--- config.mk ---
export PLATFORM = sky130hd
export DESIGN_NAME = mram_serial_host_if
export DESIGN_NICKNAME = d
export VERILOG_FILES = /design/src/rtl/mram_serial_host_if.sv
export SDC_FILE = /design/constraint.sdc
export NUM_CORES = 1
export LEC_CHECK = 0
export CAP_MARGIN = 15
export CORE_MARGIN = 1.5
export CORE_UTILIZATION = 52
export CTS_CLUSTER_DIAMETER = 60
export DETAILED_ROUTE_END_ITERATION = 7
export PLACE_DENSITY = 0.8
export SLEW_MARGIN = 20
export SYNTH_ARGS = -nofsm -noshare
export SYNTH_HDL_FRONTEND = slang
export SYNTH_SLANG_ARGS = --single-unit
--- constraint.sdc ---
create_clock -name clk -period 2.2 [get_ports clk]
set_clock_uncertainty 0.05 [all_clocks]
set_input_delay 0.33 -clock clk [delete_from_list [all_inputs] [get_ports clk]]
set_output_delay 0.33 -clock clk [all_outputs]
set_load 0.01 [all_outputs]
--- src/rtl/mram_serial_host_if.sv ---
// mram_serial_host_if: frames parallel MRAM commands onto the serial addr/data lines
// of MRAM_Top_Module and deserializes read data back into 16-bit responses.
module mram_serial_host_if #(
    parameter int ADDR_W  = 20,
    parameter int DATA_W  = 16,
    parameter int RD_LAT  = 2,
    parameter int GAP_CYC = 3
) (
    input  logic              clk,
    input  logic              rst,
    input  logic              cmd_valid,
    output logic              cmd_ready,
    input  logic              cmd_write,
    input  logic [1:0]        cmd_be,
    input  logic [ADDR_W-1:0] cmd_addr,
    input  logic [DATA_W-1:0] cmd_wdata,
    output logic              cmd_err,
    output logic              rsp_valid,
    output logic [DATA_W-1:0] rsp_data,
    output logic              link_rst,
    output logic [2:0]        read_write_sel,
    output logic              addr_in,
    output logic              data_in,
    input  logic              ser_data_out,
    output logic              busy
);
    localparam int MAXV = (ADDR_W > DATA_W ? ADDR_W : DATA_W) > (RD_LAT > GAP_CYC ? RD_LAT : GAP_CYC)
                        ? (ADDR_W > DATA_W ? ADDR_W : DATA_W) : (RD_LAT > GAP_CYC ? RD_LAT : GAP_CYC);
    localparam int CW = $clog2(MAXV + 1);
    localparam logic [CW-1:0] A_LAST = CW'(ADDR_W - 1);
    localparam logic [CW-1:0] L_LAST = CW'(RD_LAT - 1);
    localparam logic [CW-1:0] D_DONE = CW'(DATA_W);
    localparam logic [CW-1:0] G_LAST = CW'(GAP_CYC - 1);

    localparam logic [2:0] S_IDLE    = 3'd0;
    localparam logic [2:0] S_SETUP   = 3'd1;
    localparam logic [2:0] S_SHIFT   = 3'd2;
    localparam logic [2:0] S_RD_WAIT = 3'd3;
    localparam logic [2:0] S_RD_CAP  = 3'd4;
    localparam logic [2:0] S_GAP     = 3'd5;

    logic [2:0]        state_q, state_d;
    logic [CW-1:0]     cnt_q, cnt_d;
    logic [ADDR_W-1:0] addr_q;
    logic [DATA_W-1:0] wdata_q, shreg_q, rsp_q;
    logic [1:0]        be_q;
    logic              wr_q, err_q, rsp_valid_q;
    logic              idle, frame, accept, cap_done;

    assign idle     = state_q == S_IDLE;
    assign frame    = state_q inside {S_SETUP, S_SHIFT, S_RD_WAIT, S_RD_CAP};
    assign accept   = idle && cmd_valid;
    // RD_CAP runs one extra cycle past the last sample to publish the word
    assign cap_done = state_q == S_RD_CAP && cnt_q == D_DONE;

    always_comb begin
        state_d = state_q;
        cnt_d   = cnt_q + 1'b1;
        case (state_q)
            S_IDLE: begin
                cnt_d = '0;
                if (accept && cmd_be != 2'b00) state_d = S_SETUP;
            end
            S_SETUP: begin
                cnt_d   = '0;
                state_d = S_SHIFT;
            end
            S_SHIFT: if (cnt_q == A_LAST) begin
                cnt_d   = '0;
                state_d = wr_q ? S_GAP : S_RD_WAIT;
            end
            S_RD_WAIT: if (cnt_q == L_LAST) begin
                cnt_d   = '0;
                state_d = S_RD_CAP;
            end
            S_RD_CAP: if (cap_done) begin
                cnt_d   = '0;
                state_d = S_GAP;
            end
            S_GAP: if (cnt_q == G_LAST) begin
                cnt_d   = '0;
                state_d = S_IDLE;
            end
            default: begin
                cnt_d   = '0;
                state_d = S_IDLE;
            end
        endcase
    end

    always_ff @(posedge clk or negedge rst) begin
        if (!rst) begin
            state_q     <= S_IDLE;
            cnt_q       <= '0;
            addr_q      <= '0;
            wdata_q     <= '0;
            shreg_q     <= '0;
            rsp_q       <= '0;
            be_q        <= '0;
            wr_q        <= 1'b0;
            err_q       <= 1'b0;
            rsp_valid_q <= 1'b0;
        end else begin
            state_q     <= state_d;
            cnt_q       <= cnt_d;
            err_q       <= accept && cmd_be == 2'b00;
            rsp_valid_q <= cap_done;
            if (accept) begin
                addr_q  <= cmd_addr;
                wdata_q <= cmd_wdata;
                be_q    <= cmd_be;
                wr_q    <= cmd_write;
            end else if (state_q == S_SHIFT) begin
                addr_q  <= addr_q >> 1;
                wdata_q <= wdata_q >> 1;
            end
            if (state_q == S_RD_CAP && !cap_done) shreg_q <= {shreg_q[DATA_W-2:0], ser_data_out};
            if (cap_done) rsp_q <= shreg_q & {{DATA_W/2{be_q[1]}}, {DATA_W/2{be_q[0]}}};
        end
    end

    assign cmd_ready      = idle && rst;
    assign busy           = !idle;
    assign link_rst       = !frame;
    assign read_write_sel = frame ? {be_q, wr_q} : 3'b000;
    assign addr_in        = state_q == S_SHIFT && addr_q[0];
    assign data_in        = state_q == S_SHIFT && wr_q && wdata_q[0];
    assign cmd_err        = err_q;
    assign rsp_valid      = rsp_valid_q;
    assign rsp_data       = rsp_q;
endmodule

==> results.cfg, run 1 <==
[detailed_routing]
drt-total-wl_mm = 7.59
via_count = 2632
vias_per_cell = 5.17
wire_per_inst_um = 14.9
ant_nets = 0
drtIter0Drc = 120
drc = 0
dr.pass1.iters = 4

[finish]
antenna_cells = 0
final_cell_mix = dfrtp_1, nand2_1, clkdlybuf4s50_1
area_delta_synth_final_pct = 29.6
fin_util_pct = 70.1
finalNetCount = 456
layout_commonest_cell = dfrtp_1
drive_gt1_share_pct = 15.3

[cts]
clk_latency_ns = 0.35
cts_root_buf = clkbuf_8
numCtsBuffers = 9
clock_sinks = 81
ctsHtreeMaxLevel = 3
clockBufferDepth = 2
clk_pin_slew_ns = 0.08
cts_tree = done

[logic_synthesis]
synthCells = 333
netlist_area_mm2 = 0.00367
ys_seq_area_share_pct = 55.2
synth_cell_types = 38
synth-warning-count = 0
ys_seq_elements = 81
synthesis.nets = 380
syn_area_per_cell_um2 = 11.0

[power]
pwr_density_cell_mw_per_mm2 = 978
vdd_drop_max_mv = 0.469
p_leak_nw = 2.18

[worst_setup_path]
cp-start-kind = flop
cp-end-kind = primary output
path_class = flop to primary output
critPathMaxFanout = 8
cp_data_arrival_time_ns = 1.75
crit_required_ns = 1.82

[die]
die_w_um = 87.1
initial_utilization_pct = 54.1
die_h_um = 87.1
core_area_mm2 = 0.00679
num_io_pins = 69
row_count = 30
dieArea_mm2 = 0.00758

[global_routing]
track_usage_pct = 21.6
grt_max_degree = 82
grt_pass1_wl_mm = 12.4
gr-total-overflow = 0
first_global_vias = 2683
antenna_found_initial = 0

[min_path]
hp-class = flop to flop

[placed_design]
gp_congestion = 0.885
dp_hpwl_mm = 5.01
portBuffers = 68

[job]
drv_cap = 0

[sta]
finalCritPeriodShare_pct = 96.7
finalCriticalPeriod_ns = 2.13
fmax_ghz = 0.470
maxSlewViolCount = 0
hold_viol_final = 0
tightest_slew_ns = 0.454
slew-limit-headroom_pct = 69.7
setup_viol = 0
fin_setup_tns_ns = 0
rsz0062_at_grt = no

[run_status]
outcome = finished, final reports clean
==> cells in the mapped netlist <==
cell type | count | area [um2]
a211oi_1 | 1 | 7.51
a21oi_1 | 3 | 15.0
a221o_1 | 2 | 20.0
a22oi_1 | 1 | 7.51
and2_1 | 6 | 37.5
and3_1 | 1 | 6.26
and4bb_2 | 1 | 12.5
buf_1 | 2 | 7.51
buf_2 | 6 | 30.0
buf_4 | 4 | 30.0
buf_6 | 4 | 45.0
clkbuf_1 | 3 | 11.3
clkbuf_2 | 1 | 5.00
dfrtp_1 | 81 | 2030
ha_1 | 4 | 50.1
inv_1 | 7 | 26.3
mux2_2 | 9 | 101
mux2_4 | 10 | 150
mux2i_1 | 33 | 330
nand2_1 | 67 | 251
nand2b_2 | 1 | 8.76
nand3_1 | 3 | 15.0
nand3b_1 | 4 | 30.0
nand3b_4 | 1 | 20.0
nor2_1 | 5 | 18.8
nor2_2 | 1 | 6.26
nor2b_1 | 1 | 6.26
nor3_1 | 1 | 5.00
nor3b_1 | 4 | 30.0
o211ai_1 | 2 | 15.0
o21ai_0 | 52 | 260
o21ai_1 | 4 | 20.0
o22a_1 | 1 | 8.76
o31a_1 | 1 | 8.76
o31ai_1 | 1 | 7.51
or2_2 | 1 | 6.26
xnor2_1 | 2 | 17.5
xor2_1 | 2 | 17.5
==> critical path, stage by stage (launching register included) <==
cell             delay (ns)
dfrtp_2                0.49
nor3_4                 0.23
and2_1                 0.15
clkdlybuf4s50_1        0.53
==> sequential cells by signal, summed over array words and instances (netlist names) <==
register,flops
addr_q,20
rsp_data,16
shreg_q,16
wdata_q,16
cnt_q,5
state_q,3
be_q,2
cmd_err,1
rsp_valid,1
wr_q,1
==> worst paths after layout <==
| check | start | endpoint | slack [ns] | cells past startpoint |
|---|---|---|---|---|
| setup / recovery | state_q[2] | cmd_ready | 0.07 | 3 |
| hold / removal | rsp_data[9] | rsp_data[9] | 0.43 | 2 |
| setup reg to reg | cnt_q[0] | shreg_q[13] | 0.34 | 5 |
| hold reg to reg | rsp_data[9] | rsp_data[9] | 0.43 | 2 |
| max in group asynchronous | rst | state_q[2] | 1.24 | 3 |
| min in group asynchronous | rst | addr_q[5] | 0.51 | 3 |
==> routing by layer <==
metal / global-route usage [%] / vias up / routed length, um
li1: - / 1291 / -
met1: 27.0 / 1260 / 3410
met2: 35.7 / 67 / 3700
met3: 6.35 / 14 / 341
met4: 8.06 / 0 / 147
met5: 0 / - / 0
==> where the power goes <==
| group | total [W] | switching (W) | internal, W |
|---|---|---|---|
| registers | 0.00204 | 0.000227 | 0.00182 |
| logic | 0.00131 | 0.000634 | 0.000673 |
| clock network | 0.00130 | 0.000549 | 0.000755 |
==> metrics by stage <==
| step | setup WS [ns] | cell area (um2) | instances | hold WS, ns | power (W) |
|---|---|---|---|---|---|
| after global placement | 0.248 | 4440 | 488 | 0.360 | 0.00325 |
| after CTS | 0.0267 | 4750 | 509 | 0.439 | 0.00467 |
| after global routing | 0.00936 | 4760 | 509 | 0.461 | 0.00493 |
| after detailed placement | 0.215 | 4440 | 488 | 0.362 | 0.00332 |
| after floorplan | 0.493 | 3670 | 333 | -0.0156 | 0.00291 |
| final | 0.0732 | 4760 | 509 | 0.433 | 0.00465 |
==> cell families after synthesis <==
kind of cell,count (synthesis),share of synthesized area (%)
buf+inv,27,4.22
compound gates,68,10.1
xor+xnor,4,0.954
flops,81,55.2
simple gates,97,12.4
fa+ha+maj,4,1.36
mux,52,15.8
==> layout make-up <==
type	count	area (um2)
tap	96	120
inverter	7	26.3
sequential	81	2030
clock inverter	6	115
timing repair buffer	85	815
multi-input combinational	225	1530
clock buffer	9	124
fill	495	2030
==> what timing repair did <==
item / 4_1_cts / 5_1_grt
endpoints found under the setup margin: 7 / 1
pin swaps: 1 / 0
resized for setup: 13 / 1
hold buffers: 1 / 0
setup buffers: 5 / 0
hold endpoints to repair: 81 / 0
(Power assumes the default switching activity.)
==> run 2: changes to the inputs <==
--- a/config.mk
+++ b/config.mk
@@ -11,6 +11,7 @@
 export CTS_CLUSTER_DIAMETER = 60
 export DETAILED_ROUTE_END_ITERATION = 7
 export PLACE_DENSITY = 0.8
+export REMOVE_ABC_BUFFERS = 1
 export SLEW_MARGIN = 20
 export SYNTH_ARGS = -nofsm -noshare
 export SYNTH_HDL_FRONTEND = slang
==> run 2 against run 1 <==
Sequential share of layout area down 0.36 points; fmax up 2.0%; wire length is 1.9% lower; critical path depth up 2; design area is 0.79% higher; register-to-register slack got worse by 0.05 ns; via count down 0.38%; total power is 0.39% higher; clock power up 3%; critical endpoint is now data_in; largest cell class unchanged.
==> results.cfg, run 2 (synthesis gave the netlist of run 1 again) <==
[run_status]
outcome = finished, final reports clean

[power]
report.power.total_w = 0.00467
p_leak_nw = 2.25
vdd_drop_max_mv = 0.451
pwr_density_cell_mw_per_mm2 = 974

[placed_design]
portBuffers = 68
dp_hpwl_mm = 4.82
gp_congestion = 0.799
pre_cts_ws_ns = 0.168

[global_routing]
first_global_vias = 2557
grt_pass1_wl_mm = 12.2
globalRouteMet1Util_pct = 29.5
met2_usage_pct = 32.3
gr-total-overflow = 0
antenna_found_initial = 0
grt_most_used_layer = met2
use_met3_pct = 4.55
track_usage_pct = 20.8
grt_max_degree = 82

[die]
core_area_mm2 = 0.00679
num_io_pins = 69
dieArea_mm2 = 0.00758
die_w_um = 87.1
die_h_um = 87.1
initial_utilization_pct = 54.1
row_count = 30

[finish]
area_delta_synth_final_pct = 30.6
seq_area_mm2 = 0.00203
top_register = addr_q
fin_util_pct = 70.6
nFillCells = 481
finalNetCount = 458
multi_input_area_mm2 = 0.00153
layout_commonest_cell = dfrtp_1
antenna_cells = 0
drive_gt1_share_pct = 15.9
final_cell_mix = dfrtp_1, nand2_1, clkdlybuf4s50_1
largest_reg_flops = 20

[sta]
hold_viol_final = 0
maxSlewViolCount = 0
fin_setup_tns_ns = 0
setup_viol = 0
rsz0062_at_grt = no
finalCriticalPeriod_ns = 2.09
finalCritPeriodShare_pct = 94.8
fmax_ghz = 0.480
slew-limit-headroom_pct = 62.4
hold_ws_ns = 0.0257
tightest_slew_ns = 0.564
finalWorstSetupSlack_ns = 0.115

[cts]
clk_latency_ns = 0.34
ctsHtreeMaxLevel = 3
clockBufferDepth = 2
cts-hold-fix-buffers = 0
cts_root_buf = clkbuf_8
clock_sinks = 81
numCtsBuffers = 9
cts_tree = done
clk_pin_slew_ns = 0.09

[detailed_routing]
dr.pass1.iters = 4
wire_per_inst_um = 14.6
ant_nets = 0
drt-total-wl_mm = 7.45
via_count = 2622
vias_per_cell = 5.12
drtIter0Drc = 128
drc = 0

[worst_setup_path]
crit_required_ns = 1.82
cp_data_arrival_time_ns = 1.71
reg2reg_depth = 6
reg2reg_from = state_q[1]
critPathMaxFanout = 5
cp-end-kind = primary output
cp-start-kind = flop
r2r_setup_slack_ns = 0.29
path_class = flop to primary output
r2r-end = addr_q[8]

[min_path]
hp-class = input pin to asynchronous set/reset pin

[job]
drv_cap = 0
run 2: cell types whose count changed in the layout (fill, tap and decap cells not counted), sizes merged:
| cell | previous run | this run |
|---|---|---|
| dlygate4sd3 | 1 | 0 |
| dlymetal6s2s | 0 | 4 |
| dlygate4sd2 | 5 | 2 |
| inv | 9 | 10 |
| buf | 17 | 20 |
| clkdlybuf4s50 | 62 | 61 |
run 2: what timing repair did:
item | CTS | global route
buffers inserted | 5 | 3
pin swaps | 0 | 2
setup endpoints to repair | 6 | 4
gates resized for setup | 10 | 5
run 2: layer usage:
layer	share of wire, %	up-vias	wire (um)
li1	-	1293	-
met1	48	1261	3600
met2	45	62	3350
met3	5.9	6	443
met4	0.82	0	61
met5	0	-	0
run 2: layout make-up:
cell class / count / area share [%]
Clock buffer: 9 / 2.58
Clock inverter: 7 / 2.58
Inverter: 7 / 0.548
Multi-Input combinational cell: 225 / 31.9
Sequential cell: 81 / 42.3
Tap cell: 96 / 2.50
Timing Repair Buffer: 87 / 17.6
run 2: through the flow:
stage          area, um2  std cells
2_1_floorplan       3540        313
3_3_place_gp        4420        487
3_5_place_dp        4420        487
4_1_cts             4740        508
5_1_grt             4800        512
6_report            4800        512
run 2: worst max-delay path by stage:
stage / from / end / slack [ns] / cells past startpoint
2_1_floorplan: state_q[2] / data_in / -0.59 / 3
6_report: state_q[2] / data_in / 0.11 / 5
3_3_place_gp: state_q[2] / data_in / 0.22 / 4
5_1_grt: state_q[2] / data_in / 0.02 / 5
3_5_place_dp: state_q[2] / addr_q[5] / 0.17 / 4
4_1_cts: state_q[1] / addr_in / -0.004 / 5
run 2: worst max-delay path, stage by stage (launching register included):
cell and delay (ns):
dfrtp_2 0.48, nand2b_4 0.20, nor2_4 0.14, buf_4 0.13, and3_1 0.15, dlygate4sd2_1 0.27
run 2: power breakdown:
part           switching (W)  leakage, nW  total [W]  internal [W]
logic               0.000627         1.10    0.00130      0.000675
clock network       0.000570        0.121    0.00134      0.000766
registers           0.000219         1.03    0.00203       0.00182
total                0.00142         2.25    0.00467       0.00326
==> run 3: changes to the inputs <==
--- a/config.mk
+++ b/config.mk
@@ -7,10 +7,10 @@
 export LEC_CHECK = 0
 export CAP_MARGIN = 15
 export CORE_MARGIN = 1.5
-export CORE_UTILIZATION = 52
+export CORE_UTILIZATION = 51
 export CTS_CLUSTER_DIAMETER = 60
 export DETAILED_ROUTE_END_ITERATION = 7
-export PLACE_DENSITY = 0.8
+export PLACE_DENSITY = 0.78
 export REMOVE_ABC_BUFFERS = 1
 export SLEW_MARGIN = 20
 export SYNTH_ARGS = -nofsm -noshare
==> run 3 against run 2 <==
Die area grew 1.9%; clock power shrank 9%; global-route usage grew 0.58 points; utilization shrank 1.9 points; sequential share of layout area grew 0.72 points; first-iteration DRC count grew 22%; critical path depth shrank 2; combinational power shrank 3%.
==> results.cfg, run 3 (synthesis gave the netlist of run 1 again) <==
[cts]
clk_pin_slew_ns = 0.09
clk_latency_ns = 0.35
cts_tree = done
clockBufferDepth = 2
clock_sinks = 81
ctsHtreeMaxLevel = 3
numCtsBuffers = 9
cts_root_buf = clkbuf_8

[global_routing]
grt_max_degree = 52
track_usage_pct = 21.4
gr-total-overflow = 0
first_global_vias = 2638
grt_pass1_wl_mm = 12.5
antenna_found_initial = 0

[detailed_routing]
drtIter0Drc = 156
drt-total-wl_mm = 7.75
vias_per_cell = 5.25
via_count = 2662
wire_per_inst_um = 15.3
drc = 0
ant_nets = 0
dr.pass1.iters = 6

[die]
core_area_mm2 = 0.00687
num_io_pins = 69
row_count = 30
initial_utilization_pct = 53.5
die_h_um = 87.9
die_w_um = 87.9
dieArea_mm2 = 0.00772

[sta]
hold_viol_final = 0
finalWorstSetupSlack_ns = 0.0945
setup_viol = 0
rsz0062_at_grt = no
tightest_slew_ns = 0.613
finalCritPeriodShare_pct = 95.7
maxSlewViolCount = 0
finalCriticalPeriod_ns = 2.11
fmax_ghz = 0.475
fin_setup_tns_ns = 0
slew-limit-headroom_pct = 59.1

[finish]
layout_commonest_cell = dfrtp_1
antenna_cells = 0
final_cell_mix = dfrtp_1, nand2_1, clkdlybuf4s50_1
top_register = addr_q
fin_util_pct = 68.7
finalNetCount = 453
area_delta_synth_final_pct = 28.4
final_cells = 507
drive_gt1_share_pct = 14.6
nFillCells = 526
largest_reg_flops = 20

[min_path]
hp-class = flop to flop

[worst_setup_path]
startpoint = state_q[1]
cp-endpoint = cmd_ready
crit_required_ns = 1.82
critPathMaxFanout = 7
r2r-end = shreg_q[15]
cp-end-kind = primary output
cp_data_arrival_time_ns = 1.73
reg2reg_from = cnt_q[0]
path_class = flop to primary output
r2r_setup_slack_ns = 0.30
reg2reg_depth = 5
cp-start-kind = flop

[run_status]
outcome = finished, final reports clean

[power]
report.power.total_w = 0.00452
pwr_density_cell_mw_per_mm2 = 959
vdd_drop_max_mv = 0.500
p_leak_nw = 2.15

[placed_design]
gp_congestion = 0.750
dp_cells = 487
dp_hpwl_mm = 5.09
pre_cts_ws_ns = 0.209
portBuffers = 68

[job]
drv_cap = 0
[run 3: how the worst min path moves through the flow]
stage / depth (start not counted) / to / startpoint
after floorplan: 0 / addr_q[0] / rst
after global placement: 2 / addr_q[18] / rst
after detailed placement: 2 / addr_q[19] / rst
after CTS: 2 / rsp_data[4] / rsp_data[4]
after global routing: 2 / rsp_data[4] / rsp_data[4]
final: 2 / rsp_data[11] / rsp_data[11]
[run 3: through the flow]
step / cell area, um2 / hold slack [ns]
finish: 4720 / 0.440
global route: 4720 / 0.465
CTS: 4710 / 0.442
detailed placement: 4420 / 0.368
global placement: 4420 / 0.369
floorplan: 3540 / -0.0156
[run 3: layout make-up]
type / count / area (um2) / area share (%)
multi-input combinational: 225 / 1540 / 32.5
sequential: 81 / 2030 / 43.0
clock inverter: 6 / 88.8 / 1.88
tap: 96 / 120 / 2.55
inverter: 7 / 26.3 / 0.557
timing repair buffer: 82 / 779 / 16.5
clock buffer: 10 / 138 / 2.92
[run 3: power breakdown]
part / total, W / switching [W] / internal (W)
Sequential: 0.00204 / 0.000226 / 0.00182
Combinational: 0.00126 / 0.000623 / 0.000638
Clock: 0.00122 / 0.000550 / 0.000672
Total: 0.00452 / 0.00140 / 0.00313
[run 3: worst max-delay path, stage by stage (launching register included)]
cell             delay [ns]
dfrtp_2                0.48
nor3_4                 0.21
and2_1                 0.16
clkdlybuf4s50_1        0.53
[run 3: routing by layer]
layer	up-vias	part of all wire [%]	global-route usage, %
met3	11	4.8	3.68
met2	74	47	34.1
li1	1281	-	-
met5	-	0	0
met4	0	1.5	9.09
met1	1296	46	28.9
[run 3: repair_timing]
item / CTS / global route
resized for setup: 12 / 1
pin swaps: 1 / 0
hold endpoints to repair: 22 / 0
setup endpoints to repair: 7 / 1
setup buffers: 3 / 0
hold buffers: 1 / 0
